==> src/rtl/mem_port_arbiter.sv <==
`timescale 1ns/1ps
// Purpose: round-robin share of one memory cmd/write/read FIFO triple among num_ports requesters, one whole command at a time.
// Latency: request seen in cycle N -> mem_cmd_enable in N+1 -> first data beat in N+2; data beats are combinational pass-through.
// Backpressure: mem_*_ready low or requester enable low holds the current phase indefinitely; the next grant waits for the last beat.
module mem_port_arbiter #(
  parameter int num_ports = 4,
  parameter int mem_width = 32,
  parameter int cmd_width = 65,
  localparam int grant_width = (num_ports > 1) ? $clog2(num_ports) : 1
) (
  input  logic                           clk,
  input  logic                           reset,
  input  logic [num_ports*cmd_width-1:0] req_cmd_data,
  input  logic [num_ports-1:0]           req_cmd_enable,
  output logic [num_ports-1:0]           req_cmd_ready,
  input  logic [num_ports*mem_width-1:0] req_write_data,
  input  logic [num_ports-1:0]           req_write_enable,
  output logic [num_ports-1:0]           req_write_ready,
  output logic [mem_width-1:0]           req_read_data,
  output logic [num_ports-1:0]           req_read_enable,
  input  logic [num_ports-1:0]           req_read_ready,
  output logic [cmd_width-1:0]           mem_cmd_data,
  output logic                           mem_cmd_enable,
  input  logic                           mem_cmd_ready,
  output logic [mem_width-1:0]           mem_write_data,
  output logic                           mem_write_enable,
  input  logic                           mem_write_ready,
  input  logic [mem_width-1:0]           mem_read_data,
  input  logic                           mem_read_enable,
  output logic                           mem_read_ready,
  output logic [grant_width-1:0]         grant,
  output logic                           busy
);

  // Command layout: {read_not_write, length[31:0], address[31:0]}
  localparam int rnw_bit = 64;
  localparam int len_msb = 63;
  localparam int len_lsb = 32;
  localparam int sum_width = grant_width + 1;
  localparam logic [grant_width-1:0] last_port = grant_width'(num_ports - 1);

  typedef enum logic [1:0] {
    IDLE,
    ISSUE,
    WRITE,
    READ
  } state_t;

  state_t                   state;
  logic [grant_width-1:0]   rr_ptr;
  logic [31:0]              beat_count;
  logic [cmd_width-1:0]     cmd_q;

  logic [cmd_width-1:0]     cmd_arr [num_ports];
  logic [mem_width-1:0]     wr_arr  [num_ports];
  logic [grant_width-1:0]   winner;
  logic                     winner_vld;
  logic [sum_width-1:0]     cand;
  logic [cmd_width-1:0]     winner_cmd;
  logic [grant_width-1:0]   next_ptr;
  logic                     wr_xfer;
  logic                     rd_xfer;

  // Split the flat per-port buses into indexable arrays.
  always_comb begin
    for (int p = 0; p < num_ports; p++) begin
      cmd_arr[p] = req_cmd_data[p*cmd_width +: cmd_width];
      wr_arr[p]  = req_write_data[p*mem_width +: mem_width];
    end
  end

  // Winner search: first requesting port at or after rr_ptr, wrapping at num_ports.
  always_comb begin
    winner     = '0;
    winner_vld = 1'b0;
    cand       = '0;
    for (int i = 0; i < num_ports; i++) begin
      cand = {1'b0, rr_ptr} + sum_width'(i);
      if (cand >= sum_width'(num_ports)) begin
        cand = cand - sum_width'(num_ports);
      end
      if (!winner_vld && req_cmd_enable[cand[grant_width-1:0]]) begin
        winner     = cand[grant_width-1:0];
        winner_vld = 1'b1;
      end
    end
  end

  assign winner_cmd = cmd_arr[winner];
  assign next_ptr   = (winner == last_port) ? '0 : winner + 1'b1;
  assign wr_xfer    = (state == WRITE) && req_write_enable[grant] && mem_write_ready;
  assign rd_xfer    = (state == READ) && mem_read_enable && req_read_ready[grant];

  // Handshake routing: only the phase owned by the current state sees any enable or ready.
  always_comb begin
    req_cmd_ready    = '0;
    req_write_ready  = '0;
    req_read_enable  = '0;
    req_read_data    = '0;
    mem_cmd_enable   = 1'b0;
    mem_cmd_data     = '0;
    mem_write_enable = 1'b0;
    mem_write_data   = '0;
    mem_read_ready   = 1'b0;
    case (state)
      IDLE: begin
        if (winner_vld) begin
          req_cmd_ready[winner] = 1'b1;
        end
      end
      ISSUE: begin
        mem_cmd_enable = 1'b1;
        mem_cmd_data   = cmd_q;
      end
      WRITE: begin
        mem_write_enable       = req_write_enable[grant];
        mem_write_data         = wr_arr[grant];
        req_write_ready[grant] = mem_write_ready;
      end
      READ: begin
        mem_read_ready         = req_read_ready[grant];
        req_read_enable[grant] = mem_read_enable;
        req_read_data          = mem_read_data;
      end
      default: begin
      end
    endcase
  end

  // Arbitration FSM: grant, forward one command, count its beats, then re-arbitrate.
  always_ff @(posedge clk or posedge reset) begin
    if (reset) begin
      state      <= IDLE;
      rr_ptr     <= '0;
      grant      <= '0;
      beat_count <= '0;
      cmd_q      <= '0;
      busy       <= 1'b0;
    end else begin
      case (state)
        IDLE: begin
          if (winner_vld) begin
            cmd_q  <= winner_cmd;
            grant  <= winner;
            rr_ptr <= next_ptr;
            // A zero-length command is consumed but never reaches memory.
            if (winner_cmd[len_msb:len_lsb] != 32'd0) begin
              state <= ISSUE;
              busy  <= 1'b1;
            end
          end
        end
        ISSUE: begin
          if (mem_cmd_ready) begin
            beat_count <= cmd_q[len_msb:len_lsb];
            state      <= cmd_q[rnw_bit] ? READ : WRITE;
          end
        end
        WRITE, READ: begin
          // Exit on the beat that sees a count of one, so a full 32-bit length never wraps.
          if (wr_xfer || rd_xfer) begin
            beat_count <= beat_count - 32'd1;
            if (beat_count == 32'd1) begin
              state <= IDLE;
              busy  <= 1'b0;
            end
          end
        end
        default: begin
          state <= IDLE;
          busy  <= 1'b0;
        end
      endcase
    end
  end

endmodule
==> config.mk <==
export PLATFORM = sky130hd
export DESIGN_NAME = mem_port_arbiter
export DESIGN_NICKNAME = d
export VERILOG_FILES = /design/src/rtl/mem_port_arbiter.sv
export SDC_FILE = /design/constraint.sdc
export NUM_CORES = 1
export LEC_CHECK = 0
export ABC_AREA = 1
export ABC_CLOCK_PERIOD_IN_PS = 5170
export BUFFER_PORTS_ARGS = -buffer_cell sky130_fd_sc_hd__buf_2
export CAP_MARGIN = 0
export CELL_PAD_IN_SITES_DETAIL_PLACEMENT = 0
export CELL_PAD_IN_SITES_GLOBAL_PLACEMENT = 1
export CORE_AREA = 3 3 228 230
export CTS_CLUSTER_SIZE = 8
export DETAILED_ROUTE_END_ITERATION = 10
export DIE_AREA = 0 0 231 233
export PLACE_DENSITY = 0.64
export SLEW_MARGIN = 20
export SYNTH_ARGS = -nofsm -noshare
export SYNTH_HDL_FRONTEND = slang
export SYNTH_SLANG_ARGS = --single-unit
==> constraint.sdc <==
create_clock -name clk -period 5.17 [get_ports clk]
set_input_delay 0 -clock clk [delete_from_list [all_inputs] [get_ports clk]]
set_output_delay 0 -clock clk [all_outputs]
set_load 0.005 [all_outputs]
; ---- Yosys cells after proc, flatten, opt, wreduce, memory -nomap -nowiden
; Cells that the tools add are included.
[classes]
n_reduce_logical = 22
n_eq_ne = 10
bitwise_logic = 4
n_lt_le_gt_ge = 14
mux = 60
add_sub_neg = 9
[ops]
columns = cell, count
row1 = $mux 65, 3
row2 = $mux 32, 6
row3 = $bmux 65 s2, 1
row4 = $bmux 32 s2, 1
row5 = $pmux 32 s2, 1
row6 = $eq 32x1->1 const B, 1
row7 = $reduce_bool 32->1, 1
row8 = $sub 32x1->32 const B, 1
row9 = $mux 2, 14
row10 = $mux 1, 20
row11 = $lt 2x3->1 const B, 6
row12 = $mux 4, 4
row13 = $ge 3x3->1 const B, 5
row14 = $bmux 1 s2, 6
row15 = $ne 2x2->1 const B, 5
row16 = $reduce_and 5->1, 2
row17 = $logic_and 1x1->1, 9
row18 = $and 4x4->4, 2
row19 = $sub 2x1->2 const B, 4
row20 = $add 2x2->3 const B, 2
row21 = $eq 2x2->1 const B, 3
row22 = $not 2->3, 2
row23 = $pmux 2 s3, 1
row24 = $demux 1 s2, 2
row25 = other kinds (13), 17
[totals]
word_cells = 125
out_inout_bits = 147
input_bits = 437
ff_bits = 104

; ---- Depth between registers and ports, before layout
[logic_depth]
depth_word = 22
depth_mapped = 23
ltp_nobuf = 21

; ---- Worst setup path after synthesis
; OpenSTA, ideal clock, no wires.
[synth_path]
path_kind = register -> register
start = reg rr_ptr[0]
end = reg cmd_q[10]
synth_period_minus_slack_ns = 2.219
path_slack_ns = 2.951
setup_ns = 0.145
path_stages_with_launch = 15
required_ns = 5.025
path_buffers = 5
arrival_time_ns = 2.074
cell_sequence = dfrtp_1 > buf_4 > nand2_1 > nand2_2 > nand2_1 > inv_2 > nor2_1 > nand3_4 > nand3_4 > buf_6 > buf_6 > buf_2 > buf_2 > mux2i_1 > o221ai_1
[synth_between]
elab_chain_cells = 18
elab_cells_between_ends = 42
cone_classes = add/sub (7) / order compare (4) / mux (23) / bitwise (1) / reduce/logical (7)
[synth_rtl]
columns = element, line
row1 = start: declaration, 50  ; logic [grant_width-1:0] rr_ptr;
row2 = start signal: assignment, 145  ; rr_ptr <= next_ptr;
row3 = branches (longest 18 deep; another with $add 2x1->3), --
row4 = end signal: assignment, 143  ; cmd_q <= winner_cmd;
row5 = end: declaration, 52  ; logic [cmd_width-1:0] cmd_q;
; Parallel ways; which one is timed is not known. The select of a mux whose other input is x is not followed.
; A chain may end at the register's enable or synchronous reset.

; ---- Worst setup path in the final report
[layout_path]
start = reg rr_ptr[0]
end = reg cmd_q[23]
; Same word-level chain as after synthesis.

==> impl_metrics.tcl <==
set metrics [dict create \
    period_share_pct 90.7 \
    hp-class "input port to register" \
    top_level_ports 584 \
    track_usage_pct 16.4 \
    synth_area_leaders "dfrtp_1 (30%), nand2_1 (17%), nor2_1 (8.7%)" \
    rows 82 \
    hold_viol 0 \
    io_buffers 583 \
    ff2ff_setup_slack_ns 0.48 \
    gp_congestion 0.860 \
    max_cap_viol_count 0 \
    max_freq_ghz 0.213 \
    cts_tree "built" \
    drive_gt1_share_pct 32.9 \
    rsz0062_at_grt "no" \
    avgSynthCellArea_um2 6.21 \
    path_cells "inv_2, nand2_1, nand3_1, nand2_1, inv_1, nand3_4, nand3_4, inv_2, buf_4, nand2_1, nand2_1, dlygate4sd3_1, a22oi_1, o21ai_0, dlygate4sd3_1" \
    die_w_um 231 \
    cp-start-kind "register" \
    drc 0 \
    cts-htree-levels 3 \
    grt_pass1_vias 11367 \
    clk_pin_slew_worst_paths_ns 0.08 \
    cts.sinks 104 \
    syn_area_um2 8770 \
    crit_path_end "cmd_q[23]$_DFFE_PP0P_" \
    cp-startpoint "rr_ptr[0]$_DFFE_PP0P_" \
    crit_family "buffers and inverters" \
    synthArstFlopShare_pct 100 \
    seq_area_um2 2600 \
    period_needed_ns 4.69 \
    ys_seq_area_share_pct 29.7 \
    critPathMaxStageDelay_ns 0.71 \
    path_class "register to register" \
    crit_cells 15 \
    path_common_cell "nand2_1" \
    clock_latency_ns 0.36 \
    post_cts_resized 0 \
    yosys.area_share.adder_pct 0.856 \
    vias_per_cell 4.41 \
    setup_viol 0 \
    synth_cell_types 39 \
    postSynthCellCount 1412 \
    grt_pass1_wl_mm 68.2 \
    multiInputGateArea_um2 5230 \
    drt-pass1-iter-count 5 \
    antenna_found_initial 9 \
    die_h_um 233 \
    r2r_cells 15 \
    gr-total-overflow 0 \
    root_buffer "clkbuf_16" \
    synth_compound_gate_area_share_pct 19.1 \
    worst_pin_slew_ns 1.06 \
    synth_top_cells_by_count "nand2_1 (404), nor2_1 (203), nand3_1 (127)" \
    slew_headroom_pct 28.9 \
    muxShareOfSynthArea_pct 2.20 \
    synth_edf_count 0 \
    first_iter_violations 774 \
    leakage_uw 0.00708 \
    reg2reg_from "rr_ptr[0]$_DFFE_PP0P_" \
    initial_core_util_pct 17.5 \
    wl_per_cell_um 17.7 \
    crit_path_top_delay_cell "inv_2" \
    hold_start "req_cmd_data[33]" \
    status "finished clean" \
    clk_path_buf_depth 2 \
    die_area_um2 53800 \
    maxSlewViolCount 0 \
    drtAntennaViolNets 0 \
    yosysWarningCount 0 \
    skew_ns 0.00756 \
    synth-seq-cells 104 \
    fillCellCount 5754 \
    power_uw 9540 \
    grt_max_degree 56 \
    synth_top_family_by_area "simple AND/OR/NAND/NOR gates" \
    cts-buffers-inserted 9 \
    critPathBufInv 6 \
    core_area_um2 50100 \
    wl_mm 47.4 \
    setup_tns_ns 0 \
    synth_xor_area_share_pct 0.699 \
    timing.rr.end "cmd_q[23]$_DFFE_PP0P_" \
    synth_top_area_share_pct 29.7 \
    powerDensity_nw_per_um2 717 \
    irDropWorstVdd_uv 322 \
    finalNetCount 2447 \
    cp_max_fo 51 \
    required_ns 5.47 \
    synth-main-ff-cell "dfrtp_1" \
    synth_fp_nets 1855 \
    cp.arrival_ns 4.99 \
    end_kind "register" \
    place_hpwl_mm 37.9 \
    vias 11858 \
    synth_top_area_cell "dfrtp_1" \
    synth_simple_gate_area_share_pct 36.8 \
    area_delta_synth_final_pct 51.9 \
    yosysMostFrequentCell "nand2_1" \
]
-- stage by stage --
step / utilization [%] / std cells / hold WS (ns) / worst slack, ns / instance area, um^2
finish: 26.6 / 2686 / 0.0189 / 0.480 / 13300
global route: 26.6 / 2685 / 0.0269 / 0.0317 / 13300
CTS: 26.6 / 2681 / 0.00304 / 0.453 / 13300
detailed placement: 24.4 / 2589 / 0.167 / 1.11 / 12200
global placement: 24.4 / 2589 / 0.173 / 1.21 / 12200
floorplan: - / 1412 / 0.0707 / 2.44 / 8770
-- area by class of cell --
type	count	share of cell area, %
clock buffers	11	1.82
inverters	130	3.69
well taps	672	6.32
flip-flops and latches	104	19.5
repair buffers	679	28.8
multi-input cells	1080	39.3
diodes	5	0.0940
clock inverters	5	0.507
-- power by group --
part	internal (uW)	total, uW	switching (uW)
sequential	1270	1550	280
clock	400	761	361
combinational	2610	7230	4630
total	4270	9540	5270
-- worst reg2reg max path: cells and delay by family, from the launching register on --
kind,cells,cell delay (ns)
compound gates,2,0.18
buf+inv,6,2.70
flops,1,0.56
simple gates,7,1.20
-- kinds of logic after synthesis --
| group | Yosys count |
|---|---|
| AND/OR/NAND/NOR | 781 |
| flip-flops | 104 |
| adder cells (fa/ha/maj) | 6 |
| XOR/XNOR | 7 |
| AO/OA/AOI/OAI | 267 |
| multiplexers | 19 |
| buffers and inverters | 228 |
-- sequential cells by signal, indices dropped and copies added, names as in the netlist --
name,cells
beat_count,32
busy,1
cmd_q,65
grant,2
rr_ptr,2
state,2
-- worst min path at each step --
stage	end	slack, ns	depth (start not counted)
finish	cmd_q[33]$_DFFE_PP0P_	0.02	5
global route	cmd_q[26]$_DFFE_PP0P_	0.03	3
detailed placement	cmd_q[47]$_DFFE_PP0P_	0.17	2
CTS	cmd_q[59]$_DFFE_PP0P_	0.003	5
floorplan	req_read_data[0]	0.07	2
global placement	cmd_q[46]$_DFFE_PP0P_	0.17	2
-- per-layer routing --
layer | track usage [%] | part of all wire [%]
met1 | 21.8 | 44
met2 | 27.7 | 48
met3 | 3.07 | 6.9
met4 | 3.53 | 1.3
met5 | 0 | 0
-- cell usage in the layout (no fill, tap or decap), types with 10 or more instances in the layout --
cell type	count
o21ai_0	106
nor2_1	203
or2_2	22
a31oi_1	54
dfrtp_1	104
nand3_1	127
buf_2	583
inv_1	121
dlygate4sd3_1	76
a21oi_1	10
nand2_1	403
buf_4	20
o221ai_1	18
mux2i_1	17
o211ai_1	13
a22oi_1	41
-- what timing repair did --
item                                    in CTS  in global routing
hold buffers                                76                  0
endpoints found under the hold margin       79                  0
endpoints found under the setup margin       0                  0
setup buffers                                0                  0
Power figures use the tool's default switching activity.
